--- src/rtl/pipemem_access.sv ---
// MEM-stage data-memory access controller: issues load/store requests over a
// req/ready handshake, aligns byte/half lanes, extends loads and stalls the
// pipeline while an access is outstanding.
module pipemem_access #(
    parameter int unsigned MAX_WAIT = 16,
    parameter int unsigned CNT_W    = 5
) (
    input  logic        clk,
    input  logic        clrn,
    input  logic        mrmem,
    input  logic        mwmem,
    input  logic [1:0]  msize,
    input  logic        msigned,
    input  logic [31:0] malu_in,
    input  logic [31:0] mb,
    input  logic        mwreg_in,
    input  logic [1:0]  mm2reg_in,
    input  logic [4:0]  mrn_in,
    input  logic        mmfhi_in,
    input  logic        mmflo_in,
    output logic        dreq,
    output logic        dwe,
    output logic [31:0] daddr,
    output logic [31:0] dwdata,
    output logic [3:0]  dbe,
    input  logic [31:0] drdata,
    input  logic        dready,
    output logic [31:0] mmo,
    output logic [31:0] malu,
    output logic [4:0]  mrn,
    output logic [1:0]  mm2reg,
    output logic        mmfhi,
    output logic        mmflo,
    output logic        mwreg,
    output logic        mstall,
    output logic        mexc
);

    localparam logic [1:0] S_IDLE = 2'd0;
    localparam logic [1:0] S_REQ  = 2'd1;
    localparam logic [1:0] S_DONE = 2'd2;

    logic [1:0]       state_q, state_d;
    logic             dreq_q, dreq_d;
    logic [CNT_W-1:0] cnt_q, cnt_d;
    logic [31:0]      lrdata_q, lrdata_d;
    logic             berr_q, berr_d;

    logic        acc;
    logic        mis;
    logic [1:0]  lane;
    logic [7:0]  ld_byte;
    logic [15:0] ld_half;
    logic [31:0] ld_fmt;
    logic [3:0]  be_fmt;
    logic [31:0] wd_fmt;

    assign acc  = mrmem | mwmem;
    assign lane = malu_in[1:0];
    assign mis  = acc & (((msize == 2'b01) & malu_in[0])
                       | ((msize == 2'b10) & (malu_in[1:0] != 2'b00))
                       | (msize == 2'b11));

    // Load lane extraction and sign/zero extension from the captured read data
    always_comb begin
        ld_byte = lrdata_q[{lane, 3'b000} +: 8];
        ld_half = lrdata_q[{lane[1], 4'b0000} +: 16];
        case (msize)
            2'b00:   ld_fmt = {{24{msigned & ld_byte[7]}}, ld_byte};
            2'b01:   ld_fmt = {{16{msigned & ld_half[15]}}, ld_half};
            default: ld_fmt = lrdata_q;
        endcase
    end

    // Store lane replication and byte enables
    always_comb begin
        case (msize)
            2'b00: begin
                wd_fmt = {4{mb[7:0]}};
                be_fmt = 4'b0001 << lane;
            end
            2'b01: begin
                wd_fmt = {2{mb[15:0]}};
                be_fmt = 4'b0011 << lane;
            end
            default: begin
                wd_fmt = mb;
                be_fmt = 4'b1111;
            end
        endcase
    end

    // Next-state and MEM-stage control outputs
    always_comb begin
        state_d  = state_q;
        dreq_d   = dreq_q;
        cnt_d    = cnt_q;
        lrdata_d = lrdata_q;
        berr_d   = berr_q;
        mstall   = 1'b0;
        mexc     = 1'b0;
        mmo      = 32'd0;
        case (state_q)
            S_IDLE: begin
                if (mis) begin
                    mexc = 1'b1;
                end else if (acc) begin
                    mstall  = 1'b1;
                    state_d = S_REQ;
                    dreq_d  = 1'b1;
                    cnt_d   = '0;
                end
            end
            S_REQ: begin
                mstall = 1'b1;
                if (dready) begin
                    lrdata_d = drdata;
                    berr_d   = 1'b0;
                    dreq_d   = 1'b0;
                    state_d  = S_DONE;
                end else if (cnt_q == CNT_W'(MAX_WAIT - 1)) begin
                    berr_d  = 1'b1;
                    dreq_d  = 1'b0;
                    state_d = S_DONE;
                end else begin
                    cnt_d = cnt_q + CNT_W'(1);
                end
            end
            S_DONE: begin
                state_d = S_IDLE;
                mexc    = berr_q;
                if (mrmem & ~mwmem & ~berr_q) begin
                    mmo = ld_fmt;
                end
            end
            default: begin
                state_d = S_IDLE;
                dreq_d  = 1'b0;
            end
        endcase
    end

    // State registers with synchronous reset abandoning any outstanding request
    always_ff @(posedge clk) begin
        if (clrn) begin
            state_q  <= S_IDLE;
            dreq_q   <= 1'b0;
            cnt_q    <= '0;
            lrdata_q <= 32'd0;
            berr_q   <= 1'b0;
        end else begin
            state_q  <= state_d;
            dreq_q   <= dreq_d;
            cnt_q    <= cnt_d;
            lrdata_q <= lrdata_d;
            berr_q   <= berr_d;
        end
    end

    assign dreq   = dreq_q;
    assign dwe    = dreq_q & mwmem;
    assign dbe    = dreq_q ? be_fmt : 4'b0000;
    assign daddr  = {malu_in[31:2], 2'b00};
    assign dwdata = wd_fmt;

    assign malu   = malu_in;
    assign mrn    = mrn_in;
    assign mm2reg = mm2reg_in;
    assign mmfhi  = mmfhi_in;
    assign mmflo  = mmflo_in;
    assign mwreg  = mwreg_in & ~mexc;

endmodule

--- config.mk ---
export PLATFORM = sky130hd
export DESIGN_NAME = pipemem_access
export DESIGN_NICKNAME = d
export VERILOG_FILES = /design/src/rtl/pipemem_access.sv
export SDC_FILE = /design/constraint.sdc
export NUM_CORES = 1
export LEC_CHECK = 0
export CAP_MARGIN = 20
export CORE_MARGIN = 3
export CORE_UTILIZATION = 37
export CTS_CLUSTER_DIAMETER = 150
export DETAILED_ROUTE_END_ITERATION = 7
export PLACE_DENSITY = 0.95
export SLEW_MARGIN = 15
export SYNTH_ARGS = -nofsm -noshare
export SYNTH_HDL_FRONTEND = slang
export SYNTH_SLANG_ARGS = --single-unit
--- constraint.sdc ---
create_clock -name clk -period 7.9 [get_ports clk]
set_input_delay 1.975 -clock clk [delete_from_list [all_inputs] [get_ports clk]]
set_output_delay 1.975 -clock clk [all_outputs]
set_load 0.01 [all_outputs]
Yosys cells after proc, flatten, opt, wreduce, memory -nomap -nowiden. Index checks and enable logic that the tools add are counted.

Reductions and logical operators: 10. Bitwise operators: 16. Equal/unequal tests: 11. Shift operators: 4. Multiplexer cells: 28. $add $sub $neg: 1.

Operator list (number): 32-bit case mux with 2 select lines (2); 32-bit 2-to-1 mux (2); 32-bit by 6-bit variable part select with 16-bit output (1); 32-bit by 6-bit variable part select with 8-bit output (1); 5-bit 2-to-1 mux (4); 5-bit case mux with 2 select lines (1); 1-bit AND (9); 1-bit 2-to-1 mux (9); 2-bit 2-to-1 mux (4); 2-bit != test, second input constant (4); 4-bit case mux with 2 select lines (1); 2-bit == test, second input constant (3); 2-bit nonzero test (3); 5-bit by 1-bit adder with 5-bit output, second input constant (1); 5-bit by 4-bit == test with 1-bit output, second input constant (1); 5-bit AND reduction (1); 2-bit by 1-bit == test with 1-bit output, second input constant (2); 2-bit logical NOT (2); 4-bit 2-to-1 mux (1); 1-bit NOT (4); 1-bit case mux with 2 select lines (2); 2-bit case mux with 2 select lines (1); 2-bit AND reduction (2); 4-bit AND reduction (1); 6 further kinds (8).

Register bits after elaboration: 41.

Longest topological paths before layout.
Depth in word-level cells: 9. Gate-level depth with buffers: 7. Depth with buffers taken out: 7.

Worst setup path after synthesis. Ideal clock, no wire load.

Path kind: in2out. From: input msize[0]. To: output mmo[21]. Setup slack: 2.594 ns. Cell stages on the path: 6. Data required time: 5.925 ns. Path buffers: 2. Arrival: 3.331 ns. Cells stage by stage: buf_4 -> nor2_1 -> mux4_2 -> o21bai_2 -> buf_4 -> nor2_1.

Longest elaborated chain between the ends: 4.

Ends and longest elaborated chain: start: declaration (line 12) `input logic [1:0] msize,`; 2-bit by 1-bit == test with 1-bit output or 2-bit logical NOT (tied branches) (line 68) `case (msize)`; 32-bit case mux with 2 select lines * (line 68); 32-bit 2-to-1 mux * (line 132) `if (mrmem & ~mwmem & ~berr_q) begin`; 32-bit 2-to-1 mux * (line 103) `case (state_q)`; end: declaration (line 28) `output logic [31:0] mmo,`.

Every way passes the cells marked *; elsewhere a longest branch is shown, timed or not.

Final worst setup path.
From: input malu_in[1]. To: output mmo[12].

Longest elaborated chain between the ends: 5.

Ends and longest elaborated chain: start: declaration (line 14) `input logic [31:0] malu_in,`; 32-bit by 6-bit variable part select with 8-bit output (line 66) `ld_byte = lrdata_q[{lane, 3'b000} +: 8];`; 1-bit AND (line 69) `2'b00: ld_fmt = {{24{msigned & ld_byte[7]}}, ld_byte};`; 32-bit case mux with 2 select lines * (line 68); 32-bit 2-to-1 mux * (line 132); 32-bit 2-to-1 mux * (line 103).

Marked as above.

==> results.sh <==
export IMPL_outcome="finished, final reports clean"
export IMPL_drc=0
export IMPL_tightestPinTransition_ps=894
export IMPL_setup_tns_ps=0
export IMPL_synth_compound_area_share_pct=19.1
export IMPL_first_pass_iters=5
export IMPL_cts_reportedPaths_clkPinSlew_ps=80
export IMPL_cap_violations=0
export IMPL_track_usage_pct=20.2
export IMPL_cp_common_cell="clkdlybuf4s50_1"
export IMPL_post_cts_setup_buffers=0
export IMPL_finalHoldViolCount=0
export IMPL_cts_tree="built"
export IMPL_wirelength_um=10700
export IMPL_leakage_nw=1.51
export IMPL_drive_gt1_share_pct=10.2
export IMPL_ys_flop_type="dfxtp_1"
export IMPL_p_per_area_mw_per_mm2=120
export IMPL_slew_headroom_pct=40.4
export IMPL_start_util_pct=39.1
export IMPL_insertion_delay_ps=300
export IMPL_port_buffers=149
export IMPL_post_synth_mux_area_share_pct=11.6
export IMPL_ctsResizeCount=0
export IMPL_nNetsFinal=615
export IMPL_first_global_vias=3146
export IMPL_yosys_area_share_simple_pct=20.5
export IMPL_synth_top_family_by_area="buffers and inverters"
export IMPL_antenna_left=0
export IMPL_die_area_mm2=0.0101
export IMPL_peakVddDrop_uv=60.9
export IMPL_rsz0062_at_grt="false"
export IMPL_num_antenna_cells=0
export IMPL_ys_warn_count=0
export IMPL_antenna_found_initial=0
export IMPL_fp_dieH_um=101
export IMPL_critPathMaxFanout=17
export IMPL_synth_seq_cells=41
export IMPL_slew_violations=0
export IMPL_synth_fa_ha_area_share_pct=0.756
export IMPL_period_needed_ps=6600
export IMPL_ys_types=42
export IMPL_critPathSlowestCell="clkdlybuf4s50_1"
export IMPL_grt_pass1_wl_um=16400
export IMPL_vias_per_cell=5.26
export IMPL_finalPower_mw=0.518
export IMPL_hold_buffers=0
export IMPL_synth_top_cells_by_area="dfxtp_1, buf_4, nand2_1"
export IMPL_grt_remaining_overflow=0
export IMPL_min_period_over_period_pct=83.6
export IMPL_crit_path_end_kind="primary output"
export IMPL_synth_top_cell_area_share_pct=24.8
export IMPL_ys_seq_area_share_pct=24.8
export IMPL_core_area_mm2=0.00846
export IMPL_max_clock_freq_mhz=151
export IMPL_die_w_um=101
export IMPL_max_stage_delay_ps=890
export IMPL_vias=3184
export IMPL_fill_cells=809
export IMPL_fin_worst_skew_ps=9.32
export IMPL_synthCells=447
export IMPL_dpl_hpwl_um=8310
export IMPL_routedWlPerCell_um=17.6
export IMPL_synth_edff_count=0
export IMPL_ioPinCount=260
export IMPL_place_gp_congestion=0.831
export IMPL_clock_sinks=41
export IMPL_synthToLayoutAreaGrowth_pct=30.8
export IMPL_setup_viol=0
export IMPL_hold_path_class="register to register"
export IMPL_clock_tree_root_cell="clkbuf_8"
export IMPL_seqCellArea_um2=821
export IMPL_synthArstFlopShare_pct=0
export IMPL_yosys_area_share_xor_xnor_pct=0
export IMPL_rows=33
export IMPL_synth_area_leader_cell="dfxtp_1"
export IMPL_crit_type="input port to primary output"
export IMPL_crit_path_cell_trace="clkdlybuf4s50_1, mux4_2, and3b_1, a211oi_2, nor3_1, clkdlybuf4s50_1"
export IMPL_worstPathArrival_ps=4630
export IMPL_crit_required_ps=5930
export IMPL_synth_cell_area_mm2=0.00331
export IMPL_htreeDepth=2
export IMPL_grt_start_max_net_pins=48
export IMPL_cts_buffers=5
export IMPL_multi_input_comb_area_mm2=0.00173
export IMPL_cts_max_path_buffers=2
export IMPL_start_kind="input port"
export IMPL_first_iter_violations=213
export IMPL_synth_avg_cell_area_um2=7.41
flip-flops by register name, indices dropped and copies added, names as in the netlist:
signal,flops
berr_q,1
cnt_q,5
dreq,1
lrdata_q,32
state_q,2
routing by layer:
layer	GRT usage (%)	share of wire [%]
met4	6.53	2.4
met1	26.1	40
met3	4.08	7.5
met2	33.7	50
met5	0	0
cells in the mapped netlist (all sizes together), types with 2 or more instances:
library cell,count
clkbuf,18
nor2,32
inv,4
a222oi,6
mux4,2
a21oi,58
nand3,4
ha,2
nand2,83
nor3,12
o21bai,2
a21o,2
nor2b,11
buf,93
nand2b,4
and2,4
o21ai,11
nor4b,2
mux2i,8
dfxtp,41
mux2,23
a211oi,7
o21a,4
final cells by class:
| class | instances | share of cell area, % |
|---|---|---|
| Sequential cell | 41 | 18.9 |
| Clock buffer | 5 | 1.59 |
| Multi-Input combinational cell | 292 | 39.9 |
| Timing Repair Buffer | 155 | 35.7 |
| Tap cell | 105 | 3.03 |
| Inverter | 4 | 0.347 |
| Clock inverter | 3 | 0.520 |
placed cells by master, fill, tap and decap left out, types with 4 or more instances in the layout:
master           count
a211oi_2             7
a21oi_1             58
a222oi_1             6
and2_1               4
buf_4                4
clkbuf_8             5
clkdlybuf4s50_1    148
dfxtp_1             41
inv_1                4
mux2_2              23
mux2i_1              8
nand2_1             83
nand2b_1             4
nand3_1              4
nor2_1              31
nor2b_1             11
nor3_1              12
o21a_1               4
o21ai_0             11
worst paths after layout:
path / start / endpoint / slack, ps / depth (start not counted)
worst min register to register: lrdata_q[6] / lrdata_q[6] / 470 / 2
worst max register to register: cnt_q[0] / cnt_q[2] / 5670 / 6
worst max-delay path: malu_in[1] / mmo[12] / 1300 / 6
worst min-delay path: lrdata_q[6] / lrdata_q[6] / 470 / 2
critical path: cells and delay by family:
kind | cells | cell delay [ps]
buffers and inverters | 2 | 1490
AND/OR/NAND/NOR | 2 | 710
multiplexers | 1 | 360
AO/OA/AOI/OAI | 1 | 80
through the flow:
step / std cells / area [µm²] / hold WS, ps / util, % / setup slack, ps
after detailed placement: 594 / 4200 / 457 / 49.7 / 1290
after global routing: 605 / 4330 / 482 / 51.2 / 1110
final: 605 / 4330 / 466 / 51.2 / 1300
after global placement: 594 / 4200 / 448 / 49.7 / 1370
after floorplan: 448 / 3320 / 432 / - / 2590
after CTS: 602 / 4300 / 469 / 50.7 / 1290
where the power goes:
group	leakage (nW)	switching, mW	internal, mW
clock	0.0481	0.0764	0.0627
combinational	1.13	0.0696	0.0888
sequential	0.332	0.00721	0.213
kinds of logic after synthesis:
kind of cell,after synthesis
adders and majority gates,2
other,1
DFF,41
and+or+nand+nor,156
AOI/OAI and AO/OA,99
muxes,33
buffers and inverters,115
No activity file was read; power rests on OpenSTA's default activity.
